--- config.mk ---
export PLATFORM = sky130hd
export DESIGN_NAME = clk_div_ctrl
export DESIGN_NICKNAME = d
export VERILOG_FILES = /design/src/rtl/clk_div_ctrl_pkg.sv /design/src/rtl/clk_div_ctrl_edge_det.sv /design/src/rtl/clk_div_ctrl.sv
export SDC_FILE = /design/constraint.sdc
export NUM_CORES = 1
export LEC_CHECK = 0
export BUFFER_PORTS_ARGS = -buffer_cell sky130_fd_sc_hd__buf_2
export CORE_MARGIN = 1
export CORE_UTILIZATION = 54
export CTS_CLUSTER_SIZE = 14
export DETAILED_ROUTE_END_ITERATION = 10
export GPL_ROUTABILITY_DRIVEN = 0
export PLACE_DENSITY = 0.83
export SYNTH_ARGS = -nofsm -noshare
export SYNTH_HDL_FRONTEND = slang
export SYNTH_SLANG_ARGS = --single-unit
--- constraint.sdc ---
create_clock -name i_ref_clk -period 2.5 [get_ports i_ref_clk]
set_clock_uncertainty 0.05 [all_clocks]
set_input_delay 0.25 -clock i_ref_clk [delete_from_list [all_inputs] [get_ports i_ref_clk]]
set_output_delay 0.25 -clock i_ref_clk [all_outputs]
set_load 0.02 [all_outputs]
--- src/rtl/clk_div_ctrl_pkg.sv ---
// Shared types and helpers for the clock-divider sequencer.
package clk_div_ctrl_pkg;

  typedef enum logic [2:0] {
    IDLE,
    DISABLE,
    LOAD,
    ENABLE,
    LOCK,
    DONE,
    ERR
  } state_t;

  // Lock timeout in ref-clock cycles: twice the largest representable ratio.
  function automatic int unsigned lock_timeout(input int unsigned ratio_width);
    return 32'd1 << (ratio_width + 1);
  endfunction

endpackage

--- src/rtl/clk_div_ctrl_edge_det.sv ---
// Rising-edge detector for the divided clock, sampled in the ref-clock domain.
module clk_edge_det (
  input  logic clk,
  input  logic rst,
  input  logic din,
  output logic rise
);

  logic cur;
  logic prev;

  always_ff @(posedge clk or posedge rst) begin
    if (rst) begin
      cur  <= 1'b0;
      prev <= 1'b0;
    end else begin
      cur  <= din;
      prev <= cur;
    end
  end

  assign rise = cur & ~prev;

endmodule

--- src/rtl/clk_div_ctrl.sv ---
// Divider ratio-change sequencer: gate, settle, load, re-enable, confirm lock.
// Lock detection and timeout are present only when CLK_DIV_CTRL_LOCK_EN is defined.
module clk_div_ctrl
  import clk_div_ctrl_pkg::*;
#(
  parameter int unsigned DIV_RATIO_WIDTH = 4,
  parameter int unsigned SETTLE_CYCLES   = 2,
  parameter int unsigned LOCK_EDGES      = 2
) (
  input  logic                       i_ref_clk,
  input  logic                       i_rst,
  input  logic                       i_req_valid,
  input  logic [DIV_RATIO_WIDTH-1:0] i_req_ratio,
  output logic                       o_req_ready,
  output logic                       o_div_clk_en,
  output logic [DIV_RATIO_WIDTH-1:0] o_div_ratio,
  input  logic                       i_div_clk,
  output logic                       o_busy,
  output logic                       o_cfg_done,
  output logic                       o_cfg_err
);

  localparam int unsigned SCW = $clog2(SETTLE_CYCLES + 1);
  localparam logic [SCW-1:0] SETTLE_LAST = SCW'(SETTLE_CYCLES - 1);
  localparam logic [DIV_RATIO_WIDTH-1:0] MIN_DIV = DIV_RATIO_WIDTH'(2);

  state_t                     state, next_state;
  logic [DIV_RATIO_WIDTH-1:0] ratio_q;
  logic [SCW-1:0]             settle_cnt;
  logic                       en_q, en_d;
  logic                       fast_path;
  logic                       lock_ok;
  logic                       lock_tmo;

  // Nothing to do when the divider is already running the requested ratio.
  assign fast_path = (i_req_ratio == o_div_ratio) && (en_q == (i_req_ratio >= MIN_DIV));

`ifdef CLK_DIV_CTRL_LOCK_EN
  localparam int unsigned ECW = $clog2(LOCK_EDGES + 1);
  localparam logic [ECW-1:0] EDGE_LAST = ECW'(LOCK_EDGES - 1);
  localparam int unsigned TCW = DIV_RATIO_WIDTH + 1;
  localparam logic [TCW-1:0] TMO_LAST = TCW'(lock_timeout(DIV_RATIO_WIDTH) - 1);

  logic           div_rise;
  logic [ECW-1:0] edge_cnt;
  logic [TCW-1:0] tmo_cnt;

  clk_edge_det u_edge_det (
    .clk  (i_ref_clk),
    .rst  (i_rst),
    .din  (i_div_clk),
    .rise (div_rise)
  );

  always_ff @(posedge i_ref_clk or posedge i_rst) begin
    if (i_rst) begin
      edge_cnt <= '0;
      tmo_cnt  <= '0;
    end else if (state != LOCK) begin
      edge_cnt <= '0;
      tmo_cnt  <= '0;
    end else begin
      if (div_rise) edge_cnt <= edge_cnt + 1'b1;
      if (tmo_cnt != TMO_LAST) tmo_cnt <= tmo_cnt + 1'b1;
    end
  end

  assign lock_ok   = div_rise && (edge_cnt == EDGE_LAST);
  assign lock_tmo  = (tmo_cnt == TMO_LAST);
  assign o_cfg_err = (state == ERR);
`else
  logic unused_div_clk;
  assign unused_div_clk = i_div_clk;
  assign lock_ok        = 1'b0;
  assign lock_tmo       = 1'b0;
  assign o_cfg_err      = 1'b0;
`endif

  always_comb begin
    next_state = state;
    unique case (state)
      IDLE:    if (i_req_valid) next_state = fast_path ? DONE : DISABLE;
      DISABLE: if (settle_cnt == SETTLE_LAST) next_state = LOAD;
      LOAD:    next_state = (ratio_q < MIN_DIV) ? DONE : ENABLE;
`ifdef CLK_DIV_CTRL_LOCK_EN
      ENABLE:  next_state = LOCK;
`else
      ENABLE:  next_state = DONE;
`endif
      LOCK: begin
        if (lock_ok)       next_state = DONE;
        else if (lock_tmo) next_state = ERR;
      end
      DONE:    next_state = IDLE;
      ERR:     next_state = IDLE;
      default: next_state = IDLE;
    endcase
  end

  // Enable is registered from the next state so it is valid in the state's first cycle
  // and holds its value through DONE/IDLE for the fast-path comparison.
  always_comb begin
    en_d = en_q;
    unique case (next_state)
      DISABLE, LOAD, ERR: en_d = 1'b0;
      ENABLE, LOCK:       en_d = 1'b1;
      default:            en_d = en_q;
    endcase
  end

  always_ff @(posedge i_ref_clk or posedge i_rst) begin
    if (i_rst) begin
      state       <= IDLE;
      en_q        <= 1'b0;
      ratio_q     <= '0;
      o_div_ratio <= '0;
      settle_cnt  <= '0;
    end else begin
      state <= next_state;
      en_q  <= en_d;
      if (state == IDLE && i_req_valid) ratio_q <= i_req_ratio;
      if (state == LOAD) o_div_ratio <= ratio_q;
      if (state == DISABLE) settle_cnt <= settle_cnt + 1'b1;
      else                  settle_cnt <= '0;
    end
  end

  assign o_div_clk_en = en_q;
  assign o_req_ready  = (state == IDLE);
  assign o_busy       = (state != IDLE);
  assign o_cfg_done   = (state == DONE);

endmodule

Word level (Yosys, flattened, before mapping)
Cells that the tools add are included.
{ "word_totals": {"reg_bits": 14, "inputBits": 8, "output_inout_bits": 9, "wordCells": 35} }
{ "classes": {"n_addsub": 1, "n_lt_le_gt_ge": 2, "n_eq_ne": 13, "muxes": 7, "reduce_logical": 7} }
{ "op_table": {"columns": ["operator", "count"], "rows": [
  ["$pmux W3 S5", 1],
  ["$eq A3 B2 Y1 const B", 4],
  ["$eq A3 B3 Y1 const B", 4],
  ["$mux W3", 4],
  ["$eq A3 B1 Y1 const B", 2],
  ["$eq A4 B4 Y1", 1],
  ["$ge A4 B2 Y1 const B", 1],
  ["$lt A4 B2 Y1 const B", 1],
  ["$logic_not A3 Y1", 1],
  ["$reduce_bool A3 Y1", 1],
  ["$reduce_or A3 Y1", 1],
  ["$add A2 B1 Y2 const B", 1],
  ["$eq A2 B1 Y1 const B", 1],
  ["$logic_and A1 B1 Y1", 2],
  ["$mux W2", 1],
  ["$pmux W1 S2", 1],
  ["$reduce_bool A2 Y1", 1],
  ["$reduce_or A2 Y1", 1],
  ["$eq A1 B1 Y1", 1]
]} }

Depth between registers and ports, before layout
{ "depth": {"word_depth": 9, "depth_mapped": 8, "mapped_depth_nobuf": 6} }

Worst setup path before layout
No wires, ideal clock.
{ "synth_path": {"kind": "register to register", "startpoint": "reg state[0]", "endpoint": "reg ratio_q[0]", "setup_time_ps": 125, "arrival_ps": 1387, "required_ps": 2325, "setup_slack_ps": 938, "path_stages_with_launch": 8, "path_buffers": 2, "period_less_slack_ps": 1562, "path_cell_list": "dfrtp_1 -> buf_2 -> inv_1 -> nand2_2 -> inv_2 -> and2_1 -> buf_6 -> mux2_4"} }
{ "synth_between": {"elab_chain_cells": 2} }
{ "synth_lines": {"columns": ["element", "line", "text"], "rows": [
  ["start: declaration", "clk_div_ctrl.sv:27", "state_t state, next_state;"],
  ["start signal: assignment", "clk_div_ctrl.sv:119", "state <= next_state;"],
  ["$logic_not A3 Y1", null, null],
  ["net o_req_ready", "clk_div_ctrl.sv:14", "output logic o_req_ready,"],
  ["$logic_and A1 B1 Y1", "clk_div_ctrl.sv:121", "if (state == IDLE && i_req_valid) ratio_q <= i_req_ratio;"],
  ["end signal: assignment", "clk_div_ctrl.sv:121", null],
  ["end: declaration", "clk_div_ctrl.sv:28", "logic [DIV_RATIO_WIDTH-1:0] ratio_q;"]
]} }
The timed path passes the listed nets, and every way through them passes these cells.
A chain may end at the register's enable or synchronous reset.

Final worst setup path
{ "layout_path": {"startpoint": "reg state[2]", "endpoint": "reg ratio_q[1]"} }
{ "layout_between": {"elab_chain_cells": 2} }
{ "layout_lines": {"columns": ["element", "line"], "rows": [
  ["$logic_not A3 Y1", "clk_div_ctrl.sv:121"],
  ["$logic_and A1 B1 Y1", "clk_div_ctrl.sv:121"]
]} }
No other way between the ends.

==> flow_metrics.tcl <==
set metrics [dict create \
    status "finished clean" \
    hpwl_mm 1.05 \
    max_freq_mhz 624 \
    syn_inst 67 \
    startpoint "state[2]" \
    p_leak_uw 0.000397 \
    cp_cell_sequence "nor2_2 -> nand2_2 -> inv_2 -> and2_1 -> mux2_4" \
    min_from "i_req_ratio[0]" \
    dp_slack_ns 0.913 \
    finalHoldViolCount 0 \
    synth_seq_cells 14 \
    end_kind "register" \
    drive_gt1_frac 0.361 \
    yosysUniqueCellTypes 27 \
    p_per_area_nw_per_um2 1360 \
    crit_required_ns 2.62 \
    dr.pass1.iters 5 \
    wl_met2_um 732 \
    clk_latency_ns 0.28 \
    r2r_start "state[2]" \
    h-tree-depth 1 \
    drt-met1-wl_um 554 \
    crit_fanout 7 \
    min_period_ns 1.60 \
    vias 520 \
    cts_max_path_buffers 2 \
    cpPeakStageDelay_ns 0.47 \
    avgSynthCellArea_um2 10.7 \
    relSlewSlack 0.654 \
    antenna_found_initial 0 \
    die_area_um2 1480 \
    grt_usage 0.232 \
    final_antenna_net_count 0 \
    core_area_um2 1170 \
    core.rowCount 12 \
    top_layer "met3" \
    netlist_area_um2 718 \
    maxSlewViolCount 0 \
    rsz0062_at_grt "no" \
    io_pins 17 \
    fill_cells 95 \
    post_cts_buffers 0 \
    critical_path_arrival_ns 1.72 \
    drt_iter0_markers 8 \
    yosys.area.top_type "dfrtp_1" \
    area_delta_synth_final_pct 15.3 \
    wl_per_cell_um 14.1 \
    synth_top_area_frac 0.488 \
    synth_edf_count 0 \
    grt_pass1_wl_mm 2.24 \
    start_kind "register" \
    placement.io_buffers 14 \
    fin_ws_ns 0.897 \
    tightestPinTransition_ns 0.518 \
    wl_met3_um 82 \
    grt_pass1_vias 523 \
    fin_tns_setup_ns 0 \
    synth-seq-area-share 0.488 \
    cts.sinks 14 \
    maxCapViolations 0 \
    max-vdd-ir-drop_mv 0.741 \
    setup_violations 0 \
    hp-class "primary input to register" \
    start_util 0.613 \
    synthTopCellsByArea "dfrtp_1 49%, mux2_4 8.4%, mux2_2 6.3%" \
    routed_wl_mm 1.37 \
    cpMaxStageDelayCell "dfrtp_1" \
    numCtsBuffers 3 \
    placed_area_um2 782 \
    fp.dieH_um 38.5 \
    async_flop_share 1.00 \
    clk_pin_slew_ns 0.08 \
    drc 0 \
    post-route-period-util 0.641 \
    via_per_inst 5.36 \
    finalInstanceArea_um2 828 \
    cts_tree "yes" \
    synth_warnings 0 \
    diodes 0 \
    final_core_util 0.707 \
    ys.flop_type "dfrtp_1" \
    grt.overflow.total 0 \
    num-nets-final 93 \
    cts_root_buf "clkbuf_4" \
    syn_nets 76 \
    grt_max_degree 15 \
    crit_type "register to register" \
    die_width_um 38.5 \
]
==> final timing paths <==
kind | endpoint | slack, ns | cells after the start
max | ratio_q[1] | 0.90 | 5
min | ratio_q[0] | 0.19 | 2
max reg2reg | ratio_q[1] | 0.90 | 5
min reg2reg | settle_cnt[0] | 0.39 | 1
max in group asynchronous | o_div_ratio[2] | 1.56 | 3
min in group asynchronous | ratio_q[2] | 0.50 | 3
==> worst max-delay path: cells and delay by family (launching register included) <==
kind          cells  cell delay (ns)
buf+inv           1             0.05
simple gates      3             0.58
flops             1             0.47
mux               1             0.33
==> layout by cell type (no fill, tap or decap) <==
cell,Yosys,layout
buf_2,1,14
clkbuf_8,0,1
and2_1,1,1
nand2_2,1,1
nand2b_1,2,2
mux2_2,4,4
nor2_1,4,4
dlygate4sd3_1,0,1
clkbuf_4,0,3
nor3_2,1,1
nor3_1,1,1
nand3b_1,1,1
xor2_1,4,4
o211ai_1,1,1
inv_2,1,1
inv_1,4,4
conb_1,1,1
nand3_1,3,3
nand2_1,3,3
xnor2_1,1,1
nor2_2,1,1
o21ai_0,3,3
ha_1,1,1
mux2_4,4,4
nor4_1,1,1
a21oi_1,6,6
dfrtp_1,14,14
or3_1,1,1
==> report_power, final <==
group,internal [µW],leakage [µW],switching [µW]
logic,235,0.000204,277
registers,337,0.000173,117
clock network,88.6,0.0000210,70.9
total,661,0.000397,465
==> metal layers <==
metal  global-route usage  vias up
li1                     -      253
met1                0.252      248
met2                0.424       19
met3               0.0872        0
met4               0.0517        0
met5                    0        -
==> state kept, by name (all words and copies together), names as in the netlist <==
register	flops
o_div_ratio	4
ratio_q	4
state	3
settle_cnt	2
o_div_clk_en	1
==> cells by family (layout without fill, tap and decap cells) <==
logic type                 Yosys count  in the layout  synth area share
and+or+nand+nor                     20             20             0.150
DFF                                 14             14             0.488
AOI/OAI and AO/OA                   10             10            0.0732
muxes                                8              8             0.146
buffers and inverters                8             24            0.0592
xor gates and xnor gates             5              5            0.0610
adders and majority gates            1              1            0.0174
other                                1              1           0.00522
==> cell usage after synthesis, types with 2 or more instances <==
master and n:
dfrtp_1 14, a21oi_1 6, inv_1 4, mux2_2 4, mux2_4 4, nor2_1 4, xor2_1 4, nand2_1 3
nand3_1 3, o21ai_0 3, nand2b_1 2
==> metrics by stage <==
stage | hold slack, ns | instances | power [µW]
finish | 0.188 | 97 | 1130
global route | 0.180 | 97 | 1210
CTS | 0.184 | 97 | 1130
detailed placement | 0.259 | 92 | 969
global placement | 0.256 | 92 | 937
floorplan | 0.0892 | 67 | 837
==> layout make-up <==
class,count,area [µm²],share of cell area
Sequential cell,14,350,0.423
Clock buffer,4,36.3,0.0438
Inverter,5,18.8,0.0227
Multi-Input combinational cell,45,325,0.393
Tap cell,14,17.5,0.0211
Timing Repair Buffer,15,80.1,0.0967
==> repair_timing <==
action,CTS,global route
hold buffers,1,0
hold endpoints to repair,14,0
gates resized for setup,0,0
Note: power is estimated with default switching activity, not from simulation.
